===== src/rtl/if_prefetch.sv =====
// Instruction fetch stage: owns the fetch PC, drives the ROM address and buffers
// {pc, inst} pairs in a small FIFO feeding decode over valid/ready.
module if_prefetch #(
  parameter logic [31:0] RESET_PC = 32'h0000_0000,
  parameter int          DEPTH    = 4
) (
  input  logic                    clk,
  input  logic                    rst,
  output logic [31:0]             inst_addr_o,
  input  logic [31:0]             inst_i,
  input  logic                    jump_en_i,
  input  logic [31:0]             jump_addr_i,
  output logic                    if_valid_o,
  input  logic                    if_ready_i,
  output logic [31:0]             if_inst_o,
  output logic [31:0]             if_pc_o,
  output logic [$clog2(DEPTH):0]  fifo_count_o
);
  localparam int              AW       = $clog2(DEPTH);
  localparam logic [AW:0]     CNT_FULL = (AW+1)'(DEPTH);
  localparam logic [31:0]     NOP      = 32'h0000_0013;

  logic [31:0]   r_fetch_pc;
  logic [63:0]   r_mem [DEPTH];
  logic [AW-1:0] r_wptr;
  logic [AW-1:0] r_rptr;
  logic [AW:0]   r_count;

  logic          w_empty;
  logic          w_pop;
  logic          w_push;
  logic [63:0]   w_head;

  assign w_empty    = (r_count == '0);
  assign if_valid_o = !w_empty & !jump_en_i;
  assign w_pop      = if_valid_o & if_ready_i;
  // A pop frees a slot in the same cycle, so a full FIFO can still accept a word.
  assign w_push     = !jump_en_i & ((r_count != CNT_FULL) | w_pop);
  assign w_head     = r_mem[r_rptr];

  assign inst_addr_o  = r_fetch_pc;
  assign fifo_count_o = r_count;

  always_comb begin
    if_inst_o = NOP;
    if_pc_o   = 32'h0;
    if (!w_empty) begin
      if_pc_o   = w_head[63:32];
      if_inst_o = w_head[31:0];
    end
  end

  always_ff @(posedge clk) begin
    if (rst) begin
      r_fetch_pc <= RESET_PC;
      r_wptr     <= '0;
      r_rptr     <= '0;
      r_count    <= '0;
    end else if (jump_en_i) begin
      r_fetch_pc <= {jump_addr_i[31:2], 2'b00};
      r_wptr     <= '0;
      r_rptr     <= '0;
      r_count    <= '0;
    end else begin
      if (w_push) begin
        r_wptr     <= r_wptr + 1'b1;
        r_fetch_pc <= r_fetch_pc + 32'd4;
      end
      if (w_pop)
        r_rptr <= r_rptr + 1'b1;
      case ({w_push, w_pop})
        2'b10:   r_count <= r_count + 1'b1;
        2'b01:   r_count <= r_count - 1'b1;
        default: r_count <= r_count;
      endcase
    end
  end

  // Storage needs no reset; occupancy alone decides what is visible.
  always_ff @(posedge clk) begin
    if (!rst && w_push)
      r_mem[r_wptr] <= {r_fetch_pc, inst_i};
  end

endmodule


===== config.mk =====
export PLATFORM = sky130hd
export DESIGN_NAME = if_prefetch
export DESIGN_NICKNAME = d
export VERILOG_FILES = /design/src/rtl/if_prefetch.sv
export SDC_FILE = /design/constraint.sdc
export NUM_CORES = 1
export LEC_CHECK = 0
export ABC_AREA = 1
export ABC_CLOCK_PERIOD_IN_PS = 4300
export CAP_MARGIN = 20
export CORE_ASPECT_RATIO = 1.75
export CORE_MARGIN = 4
export CORE_UTILIZATION = 50
export CTS_BUF_LIST = sky130_fd_sc_hd__clkbuf_16
export CTS_CLUSTER_SIZE = 8
export DETAILED_ROUTE_END_ITERATION = 10
export MAX_ROUTING_LAYER = met4
export PLACE_DENSITY = 0.77
export SLEW_MARGIN = 10
export SYNTH_ARGS = -nofsm -noshare
export SYNTH_HDL_FRONTEND = slang
export SYNTH_SLANG_ARGS = --single-unit

===== constraint.sdc =====
create_clock -name clk -period 4.3 [get_ports clk]
set_input_delay 0.86 -clock clk [delete_from_list [all_inputs] [get_ports clk]]
set_output_delay 0.86 -clock clk [all_outputs]
set_load 0.05 [all_outputs]

Word level (Yosys, flattened, before mapping)
Memory sizes are Yosys's and may differ from the RTL's. A register that Yosys moved wholly into a read port is not among the register bits.
Cells that the tools add are included.
{"block": "word_totals", "reg_bits": 39, "mem_bits_rw": 256, "inputBits": 68, "output_inout_bits": 100, "elab_cells": 35, "n_memories": 1}
{"name": "r_mem", "depth": 4, "width": 64, "rd": 1, "rd_clocked_by_memory_dff": 1, "write_ports": 1, "line_no": "24", "text": "logic [63:0] r_mem [DEPTH];"}
{"block": "classes", "n_addsub": 5, "n_eq_ne": 3, "n_mux": 9, "bitwise": 4, "n_reduce_logical": 8}
{"op": "2-to-1 mux 32 bit", "count": 4}
{"op": "adder 32 x 3 -> 32 bit, second input constant", "count": 1}
{"op": "one-hot mux 3 bit (2 select lines)", "count": 1}
{"op": "adder 2 x 1 -> 2 bit, second input constant", "count": 2}
{"op": "2-to-1 mux 2 bit", "count": 2}
{"op": "nonzero test 2 bit", "count": 2}
{"op": "adder 3 x 1 -> 3 bit, second input constant", "count": 1}
{"op": "bitwise AND 1 bit", "count": 3}
{"op": "zero test 1 bit", "count": 3}
{"op": "zero test 3 bit", "count": 1}
{"op": "inequality test 3 bit, second input constant", "count": 1}
{"op": "subtractor 3 x 1 -> 3 bit, second input constant", "count": 1}
{"op": "equality test 2 x 1 -> 1 bit, second input constant", "count": 1}
{"op": "equality test 2 bit, second input constant", "count": 1}
{"op": "2-to-1 mux 1 bit", "count": 2}
{"op": "OR reduction 2 bit", "count": 1}
{"op": "logical AND 1 bit", "count": 1}
{"op": "OR 1 bit", "count": 1}

Longest topological paths before layout
Gate-level depths: netlist (run 1).
{"block": "depth", "word_depth": 9, "depth_mapped": 10}

Worst setup path after synthesis (run 1)
No wires, ideal clock.
{"block": "synth_path", "path_type": "input port to flip-flop", "start": "in jump_en_i", "end": "mem r_mem[0][0] (enable)", "arrival_ps": 4074, "required_time_ps": 3818, "path_slack_ps": -256, "stages": 6, "path_buffers": 1, "cell_sequence": "buf_4 nor2_4 inv_1 nor2_2 inv_1 nor2_1"}
{"block": "synth_between", "elab_chain_cells": 8}
{"item": "start, declared", "line_no": "11", "text": "input logic jump_en_i,"}
{"item": "zero test 1 bit *", "line_no": "35, 38"}
{"item": "bitwise AND 1 bit", "line_no": "35", "text": "assign if_valid_o = !w_empty & !jump_en_i;"}
{"item": "bitwise AND 1 bit", "line_no": "36", "text": "assign w_pop = if_valid_o & if_ready_i;"}
{"item": "OR 1 bit", "line_no": "38", "text": "assign w_push = !jump_en_i & ((r_count != CNT_FULL) | w_pop);"}
{"item": "bitwise AND 1 bit *", "line_no": "38"}
{"item": "logical AND 1 bit *", "line_no": "81", "text": "if (!rst && w_push)"}
{"item": "2-to-1 mux 1 bit *", "line_no": "81"}
{"item": "2-to-1 mux 1 bit (not written as such) *", "line_no": "82", "text": "r_mem[r_wptr] <= {r_fetch_pc, inst_i};"}
{"item": "end, declared", "line_no": "24"}
Mark *: on every way between the ends. The rest lies on a longest branch, timed or not.

==> reports/qor.yml, run 1 <==
run_status:
  outcome: "finished clean"
setup_path:
  cp_slowest_cell: "dfxtp_4"
  critical_path_class: "flip-flop to primary output"
  cpPeakStageDelay_ps: 850
  crit_chain: "buf_4 > nor2_1 > nor2_1 > o21ai_0 > a21oi_1 > clkdlybuf4s50_1"
  critical_path_buf_inv_count: 2
  r2r-end: "r_mem[0][63]$_DFFE_PP_"
  cp_max_fo: 69
  end_kind: "primary output"
  r2r_start: "fifo_count_o[2]$_SDFFE_PP0P_"
  critPathArrivalTime_ps: 3120
  rr_worst_depth: 7
  cp-start-kind: "flip-flop"
  critPathMostFrequentCell: "nor2_1"
  reg2reg_slack_ps: 2170
  critPathTopFamily: "buffers and inverters"
  cp.required_ps: 3440
min_path:
  holdCritPathClass: "flip-flop to flip-flop"
  hold_start: "r_rptr[0]$_SDFFE_PP0N_"
  hold_end: "r_rptr[0]$_SDFFE_PP0N_"
  hold-path-cell-count: 2
synth:
  ys_ff_latch: 287
  synth_largest_area_cell: "edfxtp_1"
  netlist_area_um2: 12200
  synth.avg_cell_area_um2: 10.4
  yosys.cell_types.count: 37
  seq_area_frac_synth_pct: 67.6
  synthFlopType: "edfxtp_1"
  synth_top_area_share_pct: 61.2
  yosysWarnings: 0
  async_reset_ff_share_pct: 0
  synth_edf_count: 248
  synthTopCellsByArea: "edfxtp_1, nor2_1, dfxtp_1"
  netlist_instances: 1166
layout:
  diodes: 0
  post-route-cell-area_um2: 15300
  drive_above_1_share_pct: 5.80
  syn2layout_area_growth_pct: 25.5
  nets: 1400
timing:
  clock.fmax_mhz: 251
  holdWs_ps: 472
  setup_viol: 0
  post-route-min-period_ps: 3980
  slew_violations: 0
  slew_headroom_pct: 44.7
  fin_skew_ps: 21.5
  rsz0062_at_grt: "false"
  fin_crit_sh_pct: 92.5
  hold_violations: 0
  tightest_slew_ps: 829
drt:
  antenna_left: 0
  wl_mm: 29.3
  num_vias: 9003
  via_per_inst: 5.45
  drc: 0
  drt_iter0_drc: 547
  post_drt_wl_per_cell_um: 17.7
  dr.pass1.iters: 5
clocking:
  tritoncts: "built"
  cts_resized: 0
  htree_levels: 2
  postCtsSetupBuffers: 0
  postCtsHoldBufs: 0
  cts_sinks: 287
  numCtsBuffers: 41
  clockBufferDepth: 3
  clkSlewWorstSetupHoldPaths_ps: 50
  clock_latency_ps: 510
  cts_root_buf: "clkbuf_16"
global_routing:
  grt_overflow: 0
  grt_max_degree: 81
  grt_usage_pct: 21.8
  grt_pass1_wl_mm: 45.4
  grt_pass1_vias: 9095
  antenna_found_initial: 0
die:
  start_util_pct: 50.7
  die_width_um: 126
  rows: 75
  die_h_um: 214
  core_um2: 24000
  io_pins: 168
  die_area_um2: 27000
run:
  drv_cap: 0
pwr:
  p_per_area_nw_per_um2: 432
  leakagePower_nw: 5.42
  vdd_drop_max_mv: 0.274
placement:
  hpwl_mm: 17.8
  io_buffers: 161
  placed_cell_area_um2: 14100
  gp_congestion: 0.922
==> sequential cells by signal, summed over array words and instances (netlist names), named ones only <==
| name | count |
|---|---|
| r_mem | 248 |
| inst_addr_o | 30 |
| fifo_count_o | 3 |
| r_rptr | 2 |
| r_wptr | 2 |
==> stage by stage <==
stage / util [%] / TNS [ps] / power [mW] / setup WS (ps) / instances
after global routing: 63.6 / 0 / 6.84 / 145 / 1652
after CTS: 63.6 / 0 / 6.65 / 288 / 1652
after detailed placement: 58.8 / 0 / 3.85 / 708 / 1591
final: 63.6 / 0 / 6.61 / 321 / 1652
after global placement: 58.8 / 0 / 3.84 / 733 / 1591
after floorplan: - / -63450 / 3.59 / -256 / 1169
==> how the worst max path moves through the flow <==
stage              start                           end  slack [ps]  cells past startpoint
3_5_place_dp   jump_en_i  inst_addr_o[14]$_SDFFE_PP0P_         710                      7
2_1_floorplan  jump_en_i         r_mem[0][0]$_DFFE_PP_        -260                      6
6_report       flip-flop                  if_inst_o[5]         320                      6
3_3_place_gp   jump_en_i   inst_addr_o[7]$_SDFFE_PP0P_         730                      7
5_1_grt        flip-flop                  if_inst_o[0]         140                      7
4_1_cts        flip-flop                  if_inst_o[5]         290                      6
==> layout make-up <==
type                       instances  area, um2
clock buffer                      43       1080
clock inverter                    18       72.6
fill                            1838       8740
inverter                          60        226
multi-input combinational        760       3480
sequential                       287       8230
tap                              308        385
timing repair buffer             176       1810
==> worst register-to-register path, stage by stage, from the launching register on <==
cell and delay [ps]:
dfxtp_1 480, o21ai_2 120, nor2_4 330, nor2_2 50
buf_4 200, inv_1 300, nor2_4 60, buf_12 220
==> report_power, final <==
group / total [mW] / internal [mW] / switching [mW]
registers: 3.18 / 3.11 / 0.0644
clock network: 2.80 / 1.76 / 1.05
logic: 0.626 / 0.212 / 0.413
total: 6.61 / 5.08 / 1.52
==> synthesized netlist by cell type (2+ instances only) <==
| cell type | number |
|---|---|
| a21boi_1 | 3 |
| a21oi_1 | 77 |
| a31oi_1 | 7 |
| buf_1 | 4 |
| buf_2 | 19 |
| buf_4 | 7 |
| clkbuf_1 | 30 |
| conb_1 | 2 |
| dfxtp_1 | 39 |
| edfxtp_1 | 248 |
| ha_1 | 5 |
| inv_1 | 55 |
| inv_2 | 4 |
| nand2_1 | 140 |
| nand3_1 | 43 |
| nand4_1 | 5 |
| nor2_1 | 292 |
| nor2_2 | 2 |
| nor2_4 | 4 |
| nor3_1 | 4 |
| o21a_1 | 8 |
| o21ai_0 | 140 |
| o21ai_1 | 4 |
| o21bai_1 | 5 |
| o311ai_0 | 2 |
| xnor2_1 | 2 |
| xor2_1 | 5 |
==> kinds of logic after synthesis <==
group	synth area share (%)
xor gates and xnor gates	0.504
and+or+nand+nor	16.1
DFF	67.6
buffers and inverters	4.24
AOI/OAI and AO/OA	10.8
other	0.0617
adders and majority gates	0.678
==> placed cells by master (no fill, tap or decap), types with 2 or more instances in the layout <==
| cell type | instances |
|---|---|
| a21boi_1 | 3 |
| a21oi_1 | 77 |
| a31oi_1 | 7 |
| buf_12 | 7 |
| buf_4 | 9 |
| clkbuf_16 | 43 |
| clkdlybuf4s50_1 | 160 |
| conb_1 | 5 |
| dfxtp_1 | 37 |
| edfxtp_1 | 248 |
| ha_1 | 5 |
| inv_1 | 72 |
| inv_2 | 3 |
| nand2_1 | 140 |
| nand3_1 | 43 |
| nand4_1 | 5 |
| nor2_1 | 288 |
| nor2_4 | 9 |
| nor3_1 | 4 |
| o21a_1 | 8 |
| o21ai_0 | 140 |
| o21ai_1 | 4 |
| o21bai_1 | 5 |
| o311ai_0 | 2 |
| xnor2_1 | 2 |
| xor2_1 | 5 |
==> routing by layer <==
layer	global-route usage, %	vias to the layer above	wire (um)
met2	39.4	350	15800
met3	2.49	83	1550
met4	9.95	0	1150
met5	-	-	0
li1	-	4308	-
met1	23.7	4262	10800
No activity file was read; power rests on OpenSTA's default activity.
==> inputs of run 2 (changes only) <==
Settings changed: PLACE_DENSITY 0.77 to 0.75.
==> run 2 against run 1 <==
- non-clock buffer count grew 5
- critical path depth stayed put
- clock power is 3% lower
- clock skew up 1.3 ps
- critical endpoint is now if_pc_o[21]
==> reports/qor.yml, run 2 (synthesis results as in run 1) <==
clocking:
  clock_latency_ps: 520  # about the same
  cts_sinks: 287  # unchanged
  cts_resized: 0  # unchanged
  postCtsHoldBufs: 0  # unchanged
  numCtsBuffers: 41  # unchanged
  postCtsSetupBuffers: 0  # unchanged
  tritoncts: "built"
  clockBufferDepth: 3  # unchanged
  clkSlewWorstSetupHoldPaths_ps: 50  # about the same
  htree_levels: 2  # unchanged
  cts_root_buf: "clkbuf_16"
timing:
  rsz0062_at_grt: "false"
  post-route-min-period_ps: 3870  # -112 ps
  clock.fmax_mhz: 259  # +2.9%
  fin_setup_tns_ps: 0  # unchanged
  setup_viol: 0  # unchanged
  tightest_slew_ps: 980  # +152 ps
  fin_skew_ps: 22.7  # +1.27 ps
  fin_crit_sh_pct: 89.9  # -2.6 points
  slew_headroom_pct: 34.5  # -10 points
  hold_violations: 0  # unchanged
  slew_violations: 0  # unchanged
drt:
  post_drt_wl_per_cell_um: 17.7  # about the same
  drc: 0  # unchanged
  via_per_inst: 5.42  # -0.54%
  dr.pass1.iters: 5  # unchanged
  drt_iter0_drc: 582  # +6.4%
  antenna_left: 0  # unchanged
  num_vias: 8976  # -0.30%
  wl_mm: 29.3  # +0.15%
setup_path:
  cp_slowest_cell: "clkdlybuf4s50_1"
  critPathArrivalTime_ps: 3010  # -110 ps
  critPathMostFrequentCell: "nor2_1"
  end_kind: "primary output"
  critical_path_buf_inv_count: 2  # unchanged
  cp-start-kind: "flip-flop"
  cp.required_ps: 3440  # about the same
  cp_max_fo: 46  # -33%
  crit_chain: "buf_4 > nor2_1 > nor2_1 > o21ai_0 > a21oi_1 > clkdlybuf4s50_1"
  critPathTopFamily: "buffers and inverters"
  critical_path_class: "flip-flop to primary output"
  reg2reg_slack_ps: 2170  # about the same
  cpPeakStageDelay_ps: 860  # about the same
global_routing:
  grt_overflow: 0  # unchanged
  grt_max_degree: 79  # -2.5%
  grt_pass1_vias: 8987  # -1.2%
  antenna_found_initial: 1  # +1
  grt_pass1_wl_mm: 45.7  # +0.67%
  grt_usage_pct: 21.9  # +0.13 points
placement:
  hpwl_mm: 18.2  # +1.9%
  gp_congestion: 0.940  # +2.0%
  placed_cell_area_um2: 14200  # +0.44%
  io_buffers: 161  # unchanged
die:
  start_util_pct: 50.7  # unchanged
  die_area_um2: 27000  # unchanged
  die_h_um: 214  # unchanged
  rows: 75  # unchanged
  io_pins: 168  # unchanged
  die_width_um: 126  # unchanged
  core_um2: 24000  # unchanged
layout:
  syn2layout_area_growth_pct: 25.7
  post-route-cell-area_um2: 15300  # +0.13%
  nets: 1405  # +0.36%
  largest_reg_flops: 248  # unchanged
  layout_common_cells: "nor2_1, edfxtp_1, clkdlybuf4s50_1, o21ai_0, nand2_1"
  top_register: "r_mem"
  layout_commonest_cell: "nor2_1"
  utilization_pct: 63.7  # +0.083 points
  drive_above_1_share_pct: 6.09  # +0.28 points
  nFillCells: 1861  # +1.3%
pwr:
  leakagePower_nw: 5.42  # about the same
  p_per_area_nw_per_um2: 427  # -1.2%
  vdd_drop_max_mv: 0.240  # -13%
min_path:
  holdCritPathClass: "flip-flop to flip-flop"
run_status:
  outcome: "finished clean"
run:
  drv_cap: 0  # unchanged
## run 2: cell types whose count changed in the layout (fill, tap and decap cells not counted)
cell	previous run	this run
buf_12	7	9
buf_4	9	12
clkbuf_16	43	41
diode_2	0	1
inv_1	72	71
inv_6	1	2
## run 2: metrics by stage
step	setup slack, ps	instances	hold WS [ps]	power [mW]
final	433	1656	493	6.53
after global routing	256	1656	525	6.75
after CTS	402	1655	491	6.58
after detailed placement	708	1596	481	3.86
after global placement	752	1596	453	3.85
after floorplan	-256	1169	436	3.59
## run 2: final cells by class
class                      instances  area, um2  share of cell area (%)
inverter                          60        226                    1.48
multi-input combinational        760       3480                    22.7
tap                              308        385                    2.52
antenna                            1       2.50                  0.0164
sequential                       287       8230                    53.8
clock buffer                      41       1030                    6.71
clock inverter                    18       77.6                   0.507
timing repair buffer             181       1870                    12.2
## run 2: routing by layer
layer | up-vias | part of all wire, % | global-route usage, % | wire length [um]
met2 | 359 | 54 | 39.1 | 15900
met5 | - | 0 | - | 0
li1 | 4323 | - | - | -
met3 | 73 | 5.2 | 2.54 | 1520
met4 | 0 | 3.5 | 9.66 | 1020
met1 | 4221 | 37 | 24.5 | 10900
## run 2: worst paths after layout
path,from,end,cells after the start
setup / recovery,flip-flop,if_pc_o[21],6
hold / removal,r_rptr[0]$_SDFFE_PP0N_,r_rptr[0]$_SDFFE_PP0N_,2
setup reg to reg,fifo_count_o[2]$_SDFFE_PP0P_,r_mem[0][10]$_DFFE_PP_,7
hold reg to reg,r_rptr[0]$_SDFFE_PP0N_,r_rptr[0]$_SDFFE_PP0N_,2
## run 2: power by group
part	internal, mW	switching, mW	leakage (nW)
Clock	1.68	1.05	0.600
Sequential	3.11	0.0624	2.57
Combinational	0.213	0.417	2.25
## run 2: worst min-delay path, cell delays in order (launching register included)
cell     delay, ps
dfxtp_1        310
inv_1           70
a21oi_1         60
